### src/rtl/sevenseg_scan_ctrl.sv
// Time-multiplexed 7-segment scanner: one shared decoder, double-buffered load
// port, programmable dwell and blanking per digit, optional leading-zero blanking.
module sevenseg_scan_ctrl #(
    parameter int unsigned DIGITS = 4,
    parameter int unsigned DWELL  = 8,
    parameter int unsigned BLANK  = 1
) (
    input  logic                  clk,
    input  logic                  reset,
    input  logic                  load_valid,
    input  logic [4*DIGITS-1:0]   load_data,
    output logic                  load_ready,
    input  logic                  lz_blank,
    output logic [6:0]            seg,
    output logic [DIGITS-1:0]     an,
    output logic                  frame_done
);
    localparam int unsigned CMAX = (DWELL > BLANK) ? DWELL : BLANK;
    localparam int unsigned CW   = $clog2(CMAX + 1);
    localparam int unsigned IW   = (DIGITS > 1) ? $clog2(DIGITS) : 1;

    localparam logic [CW-1:0] DWELL_C  = CW'(DWELL);
    localparam logic [CW-1:0] BLANK_C  = CW'(BLANK);
    localparam logic [IW-1:0] LAST_IDX = IW'(DIGITS - 1);

    typedef enum logic {SHOW, GAP} state_t;

    state_t                state_q, state_d;
    logic [IW-1:0]         idx_q, idx_d;
    logic [CW-1:0]         cnt_q, cnt_d;
    logic [4*DIGITS-1:0]   disp_q, disp_d;
    logic [4*DIGITS-1:0]   pend_q, pend_d;
    logic                  pend_full_q, pend_full_d;
    logic                  ready_q;
    logic [6:0]            seg_q, seg_d;
    logic [DIGITS-1:0]     an_q, an_d;
    logic                  fd_q, fd_d;
    logic [3:0]            nib;
    logic                  lz_hit;
    logic                  accept;

    function automatic logic [6:0] decode(input logic [3:0] n);
        case (n)
            4'h0: decode = 7'h7E;
            4'h1: decode = 7'h30;
            4'h2: decode = 7'h6D;
            4'h3: decode = 7'h79;
            4'h4: decode = 7'h33;
            4'h5: decode = 7'h5B;
            4'h6: decode = 7'h5F;
            4'h7: decode = 7'h70;
            4'h8: decode = 7'h7F;
            4'h9: decode = 7'h7B;
            4'hA: decode = 7'h77;
            4'hB: decode = 7'h1F;
            4'hC: decode = 7'h4E;
            4'hD: decode = 7'h3D;
            4'hE: decode = 7'h4F;
            default: decode = 7'h47;
        endcase
    endfunction

    assign accept     = load_valid && ready_q;
    assign load_ready = ready_q;
    assign seg        = seg_q;
    assign an         = an_q;
    assign frame_done = fd_q;

    // Counter holds the 1-based cycle number within the current state; the
    // reset value 0 acts as a pre-cycle so the first live cycle is SHOW/count 1.
    always_comb begin
        state_d = state_q;
        idx_d   = idx_q;
        cnt_d   = cnt_q + CW'(1);
        case (state_q)
            SHOW: begin
                if (cnt_q == DWELL_C) begin
                    cnt_d = CW'(1);
                    if (BLANK > 0) begin
                        state_d = GAP;
                    end else begin
                        idx_d = (idx_q == LAST_IDX) ? '0 : idx_q + IW'(1);
                    end
                end
            end
            GAP: begin
                if (cnt_q == BLANK_C) begin
                    state_d = SHOW;
                    cnt_d   = CW'(1);
                    idx_d   = (idx_q == LAST_IDX) ? '0 : idx_q + IW'(1);
                end
            end
            default: state_d = SHOW;
        endcase
    end

    // fd_q marks the last cycle of a frame, so its closing edge is the boundary.
    always_comb begin
        disp_d      = disp_q;
        pend_d      = pend_q;
        pend_full_d = pend_full_q;
        if (fd_q && pend_full_q) begin
            disp_d      = pend_q;
            pend_full_d = 1'b0;
        end
        if (accept) begin
            pend_d      = load_data;
            pend_full_d = 1'b1;
        end
    end

    always_comb begin
        seg_d  = '0;
        an_d   = '0;
        nib    = '0;
        lz_hit = 1'b0;
        for (int unsigned i = 0; i < DIGITS; i++) begin
            if (idx_d == IW'(i)) begin
                nib    = disp_d[4*i +: 4];
                lz_hit = lz_blank && (i != 0) && ((disp_d >> (4*i)) == '0);
            end
        end
        if (state_d == SHOW && !lz_hit) begin
            an_d  = DIGITS'(1) << idx_d;
            seg_d = decode(nib);
        end
        if (BLANK > 0) begin
            fd_d = (idx_d == LAST_IDX) && (state_d == GAP) && (cnt_d == BLANK_C);
        end else begin
            fd_d = (idx_d == LAST_IDX) && (state_d == SHOW) && (cnt_d == DWELL_C);
        end
    end

    always_ff @(posedge clk) begin
        if (reset) begin
            state_q     <= SHOW;
            idx_q       <= '0;
            cnt_q       <= '0;
            disp_q      <= '0;
            pend_q      <= '0;
            pend_full_q <= 1'b0;
            ready_q     <= 1'b0;
            seg_q       <= '0;
            an_q        <= '0;
            fd_q        <= 1'b0;
        end else begin
            state_q     <= state_d;
            idx_q       <= idx_d;
            cnt_q       <= cnt_d;
            disp_q      <= disp_d;
            pend_q      <= pend_d;
            pend_full_q <= pend_full_d;
            ready_q     <= !pend_full_d;
            seg_q       <= seg_d;
            an_q        <= an_d;
            fd_q        <= fd_d;
        end
    end

endmodule

### config.mk
export PLATFORM = sky130hd
export DESIGN_NAME = sevenseg_scan_ctrl
export DESIGN_NICKNAME = d
export VERILOG_FILES = /design/src/rtl/sevenseg_scan_ctrl.sv
export SDC_FILE = /design/constraint.sdc
export NUM_CORES = 1
export LEC_CHECK = 0
export CORE_ASPECT_RATIO = 0.5
export CORE_MARGIN = 3
export CORE_UTILIZATION = 51
export CTS_BUF_LIST = sky130_fd_sc_hd__clkbuf_2
export CTS_CLUSTER_SIZE = 40
export DETAILED_ROUTE_END_ITERATION = 6
export PLACE_DENSITY = 0.75
export SETUP_SLACK_MARGIN = 0.05
export SYNTH_ARGS = -nofsm -noshare
export SYNTH_HDL_FRONTEND = slang
export SYNTH_SLANG_ARGS = --single-unit
### constraint.sdc
create_clock -name clk -period 2.7 [get_ports clk]
set_input_delay 0.675 -clock clk [delete_from_list [all_inputs] [get_ports clk]]
set_output_delay 0.675 -clock clk [all_outputs]
set_load 0.05 [all_outputs]
==> results of run 1 <==
power by group:
group | internal [mW] | switching, mW
logic | 0.0752 | 0.0903
registers | 0.810 | 0.0176
clock network | 0.0668 | 0.253
metal layers:
metal	global-route usage (%)	part of all wire (%)
met1	24.6	51
met2	31.6	44
met3	3.71	5.0
met4	3.31	0.71
met5	0	0
state kept, by name, summed over array words and instances, names as in the netlist:
signal,count
state_q,1
pend_full_q,1
an,4
load_ready,1
pend_q,16
cnt_q,4
disp_q,16
idx_q,2
seg,7
frame_done,1
cell usage in the layout, fill, tap and decap left out, drive strengths merged, types with 7 or more instances in the layout:
cell type      instances
clkdlybuf4s50         32
nor4                   7
mux2i                 34
inv                    9
a21oi                 21
ha                    11
nand2                 42
buf                   23
nor2                  31
dfxtp                 53
what timing repair did:
item                       4_1_cts  5_1_grt
setup endpoints to repair        5        8
pin swaps                        0        4
buffers inserted                 2        8
cloned                           0        0
gates resized for setup          6       13
tightest hold or removal path, stage by stage, from the launching register on:
cell and delay [ps]:
dfxtp_1 380, nand2_1 50, a21oi_1 50
cell families (layout without fill, tap and decap cells):
kind of cell    Yosys count  after routing  synth area share (%)
buf+inv                  23             72                  4.80
flops                    53             53                  43.3
compound gates           35             35                  8.58
xor+xnor                  4              4                  1.43
mux                      38             38                  17.4
simple gates            100            100                  18.9
fa+ha+maj                11             11                  5.62
cell type report:
class / count / area, µm²
Fill cell: 373 / 1450
Multi-Input combinational cell: 188 / 1330
Sequential cell: 53 / 1060
Timing Repair Buffer: 55 / 500
Tap cell: 66 / 82.6
Inverter: 9 / 33.8
Clock buffer: 5 / 25.0
Clock inverter: 3 / 22.5
worst max-delay path by stage:
stage | endpoint | depth (start not counted)
5_1_grt | seg[6] | 10
6_report | seg[6] | 9
3_5_place_dp | seg[0] | 11
3_3_place_gp | seg[0] | 9
4_1_cts | seg[0] | 11
2_1_floorplan | seg[6] | 10
through the flow:
step                setup slack (ps)  util (%)
floorplan                       62.9         -
global placement                71.7      63.6
detailed placement             -34.2      63.6
CTS                             54.4      65.5
global route                    39.1      67.9
finish                           134      67.9
==> out/summary.txt, run 1 <==
Mapped Cells: 264
Antenna diode count: 0
Routed via count: 1981
Fin cells: 379
Register bit total from synthesis: 53
Post-synth EDFFs: 0
Min-Delay Path Class: reg -> reg
Leading post-synthesis cells by cell area: dfxtp_1 43%, mux2i_1 13%, nand2_1 6.3%
Cells along the critical path: inv_2 > ha_4 > and4bb_4 > mux2i_4 > buf_4 > mux2i_1 > mux2_4 > or4b_1 > o311ai_1
Yosys top cell by area: dfxtp_1
Count of input and output buffers: 32
Final HPWL DP: 3.85 mm
Routability congestion estimate: 0.884
CTS max path bufs: 2
Fmax: 390 MHz
Most frequent cell after synthesis: dfxtp_1
Detailed Routing Iterations Pass 1: 4
# hold bufs at CTS: 0
GRT overflow: 0
Fin crit share: 95.0%
Hold Slack: 480 ps
Clock Sinks: 53
Reg-to-reg slack, setup: 130 ps
Worst-margin pin slew: 569 ps
Placed Cells incl. Taps: 361
Post-layout min period: 2570 ps
Setup TNS: 0 ps
Final Hold Viols: 0
Crit path launch type: flip-flop
DP Area: 2870 µm²
Design area: 3060 µm²
Worst hold stages: 2
# IOs: 33
FF-to-FF End: seg[6]
1st-iter DRT viols: 66
Final count of negative-setup-slack endpoints: 0
# rows: 17
Hold EP: pend_q[2]
Fin Clk Skew: 14.0 ps
Synth warnings: 0
Largest net degree at the start of global routing: 40
Worst path top cell family by delay: simple AND/OR/NAND/NOR gates
Post-synthesis sequential area ratio: 43.3%
CP max stage cell: or4b_1
Drc violations: 0
Layout area overhead: 25.0%
CP bufs+invs: 2
Final nets: 343
Status: finished clean
Root buffer cell: clkbuf_2
RSZ-0062 raised after global routing: true
Clk_lat worst skew: 430 ps
Yosys cell types: 41
Setup crit end kind: flip-flop
Initial antenna violation count: 0
# H-tree levels: 2
CTS Buf Count: 5
Asr flop ratio synth: 0%
CTS clk-pin slew, worst paths: 270 ps
Top cells by count, synth: 53 x dfxtp_1, 41 x nand2_1, 31 x mux2i_1, 31 x nor2_1, 21 x a21oi_1
Die height: 55.0 µm
Tot Pwr: 1.31 mW
Syn_nets: 295
Final wirelength: 5.34 mm
Vias/cell: 5.23
Die Wd: 104 µm
Crit Path Category: reg -> reg
Crit path required time: 3060 ps
Worst vdd ir: 265 µV
Mean routed wirelength per cell: 14.1 µm
DRT antenna net count: 0
Synth Area per Inst: 9.28 µm²
Slew margin rel.: 61.2%
Die Area: 5720 µm²
Top_reg_cell synth: dfxtp_1
Leakage power: 1.38 nW
CTS tree: yes
Vias in the first global route: 1826
Worst flop-to-flop path startpoint: cnt_q[1]
CP Data Arrival Time: 2930 ps
Gr usage total: 18.3%
Starting Density: 54.4%
Crit path launch: cnt_q[1]
Pwr dens: 429 nW/µm²
Synth top area share: 43.3%
First-pass GRT wire length: 8.36 mm
CP Max Fanout: 7
CORE AREA: 4510 µm²
Slew Limit Fails: 0
Maxcap violations: 0
Post-synth design cell area: 2450 µm²
Min-delay src: pend_q[2]
Largest stage delay on the critical path: 540 ps
Layout cells sized above 1: 17.9%
R2r worst-path depth: 9
Power figures use the tool's default switching activity.
==> run 2, diff against run 1 <==
--- a/config.mk
+++ b/config.mk
@@ -12,6 +12,7 @@
 export CTS_CLUSTER_SIZE = 40
 export DETAILED_ROUTE_END_ITERATION = 6
 export PLACE_DENSITY = 0.75
+export REMOVE_ABC_BUFFERS = 1
 export SETUP_SLACK_MARGIN = 0.05
 export SYNTH_ARGS = -nofsm -noshare
 export SYNTH_HDL_FRONTEND = slang
==> run 2 against run 1 <==
Against the previous run: worst setup slack got worse by 73 ps; sequential power about the same; die area unchanged; register-to-register slack got worse by 70 ps; hold slack got worse by 3.8 ps; critical path type unchanged; global-route usage increased by 0.082 points; largest power group unchanged; sequential cell count unchanged; clock-buffer cell count unchanged; clock power increased by 37%.
==> out/summary.txt, run 2 (same netlist as run 1, synthesis figures left out) <==
Status: finished clean
Most common cell after layout, fill and taps aside: dfxtp_1
Worst vdd ir: 235 µV (-11%)
# IOs: 33 (unchanged)
# H-tree levels: 2 (unchanged)
# rows: 17 (unchanged)
Crit path required time: 3110 ps (+50 ps)
Post-layout min period: 2640 ps (+73.3 ps)
Clock Sinks: 53 (unchanged)
Routed via count: 1940 (-2.1%)
CORE AREA: 4510 µm² (unchanged)
Setup crit end kind: flip-flop
Worst-margin pin slew: 614 ps (+44.7 ps)
Final worst setup slack: 61.1 ps (-73.3 ps)
Crit path launch type: flip-flop
Setup TNS: 0 ps (unchanged)
Antenna diode count: 0 (unchanged)
Die Area: 5720 µm² (unchanged)
Pwr dens: 458 nW/µm² (+7.0%)
Slew Limit Fails: 0 (unchanged)
CP Data Arrival Time: 3050 ps (+120 ps)
Maxcap violations: 0 (unchanged)
Max layer used: met4
Die height: 55.0 µm (unchanged)
Final wirelength: 5.25 mm (-1.7%)
Fmax: 379 MHz (-2.8%)
CTS clk-pin slew, worst paths: 290 ps (+20 ps)
Detailed Routing Iterations Pass 1: 4 (unchanged)
CTS Buf Count: 5 (unchanged)
Final HPWL DP: 3.61 mm (-6.3%)
Vias/cell: 5.17 (-1.0%)
Routability congestion estimate: 0.851 (-3.7%)
Die Wd: 104 µm (unchanged)
Gr usage total: 18.3% (+0.082 points)
Final nets: 339 (-1.2%)
Count of input and output buffers: 32 (unchanged)
Final Hold Viols: 0 (unchanged)
Min-Delay Path Class: reg -> reg
Starting Density: 54.4% (unchanged)
Slew margin rel.: 59.0% (-2.3 points)
Vias in the first global route: 1794 (-1.8%)
Tot Pwr: 1.43 mW (+9.0%)
Largest net degree at the start of global routing: 40 (unchanged)
Layout cells sized above 1: 18.1% (+0.23 points)
GRT overflow: 0 (unchanged)
Fin Clk Skew: 17.8 ps (+3.78 ps)
# hold bufs at CTS: 0 (unchanged)
DRT antenna net count: 0 (unchanged)
DRT met1 WL: 2.66 mm (-1.6%)
First-pass GRT wire length: 8.25 mm (-1.2%)
CTS max path bufs: 2 (unchanged)
Most frequent cells in the layout: 51 x dfxtp_1, 41 x nand2_1, 32 x clkdlybuf4s50_1
Drc violations: 0 (unchanged)
CTS tree: yes
Crit Path Category: reg -> reg
Root buffer cell: clkbuf_2
Metal2 WL: 2.27 mm (-2.8%)
Final count of negative-setup-slack endpoints: 0 (unchanged)
Mean routed wirelength per cell: 14.0 µm (-0.65%)
Routed wl met3: 221 µm (-17%)
Fin crit share: 97.7% (+2.7 points)
Layout area overhead: 27.4%
Hold Slack: 477 ps (-3.82 ps)
Leakage power: 1.37 nW (-0.47%)
1st-iter DRT viols: 91 (+38%)
CP Max Fanout: 3 (-4)
Initial antenna violation count: 0 (unchanged)
RSZ-0062 raised after global routing: true
Setup slack at placement: -49.2 ps (-14.9 ps)
Clk_lat worst skew: 480 ps (+50 ps)
-- run 2: changes by cell type in the layout (fill, tap and decap cells not counted), moves of 2 or more --
cell	before	now
mux2i_4	3	6
inv_1	6	4
mux2i_2	3	1
buf_4	21	15
-- run 2: critical path, cell delays in order (launching register included) --
cell and delay [ps]:
dfxtp_2 400, inv_2 80, ha_4 140, and4bb_4 300
mux2i_4 330, buf_12 160, mux2i_2 210, mux2_4 190
inv_2 50, ha_4 150, or4b_4 480, o311ai_2 90
-- run 2: layout make-up --
type                            count  area, µm²
Sequential cell                    53       1060
Inverter                            9       36.3
Clock inverter                      3       50.0
Clock buffer                        5       25.0
Tap cell                           66       82.6
Fill cell                         368       1390
Timing Repair Buffer               51        487
Multi-Input combinational cell    188       1380
-- run 2: final timing paths --
kind                   from   endpoint  cells past startpoint  slack (ps)
hold / removal    pend_q[1]  pend_q[1]                      2         480
setup reg to reg   cnt_q[1]     seg[6]                     11          60
hold reg to reg   pend_q[1]  pend_q[1]                      2         480
setup / recovery   cnt_q[1]     seg[6]                     11          60
-- run 2: power breakdown --
group / switching, mW / internal, mW
clock network: 0.272 / 0.165
logic: 0.0901 / 0.0759
registers: 0.0173 / 0.810
-- run 2: metrics by stage --
stage | area (µm²) | utilization, % | instances
finish | 3120 | 69.2 | 375
floorplan | 2370 | - | 250
global placement | 2850 | 63.1 | 358
global route | 3120 | 69.2 | 375
detailed placement | 2850 | 63.1 | 358
CTS | 3010 | 66.7 | 370
-- run 2: repair_timing --
action / in CTS / in global routing
gates resized for setup: 11 / 19
buffers inserted: 4 / 5
pin swaps: 3 / 3
endpoints found under the setup margin: 6 / 6
-- run 2: routing by layer --
| metal | vias up | global-route usage (%) |
|---|---|---|
| li1 | 993 | - |
| met3 | 12 | 4.40 |
| met1 | 901 | 23.5 |
| met4 | 0 | 7.28 |
| met5 | - | 0 |
| met2 | 34 | 31.0 |
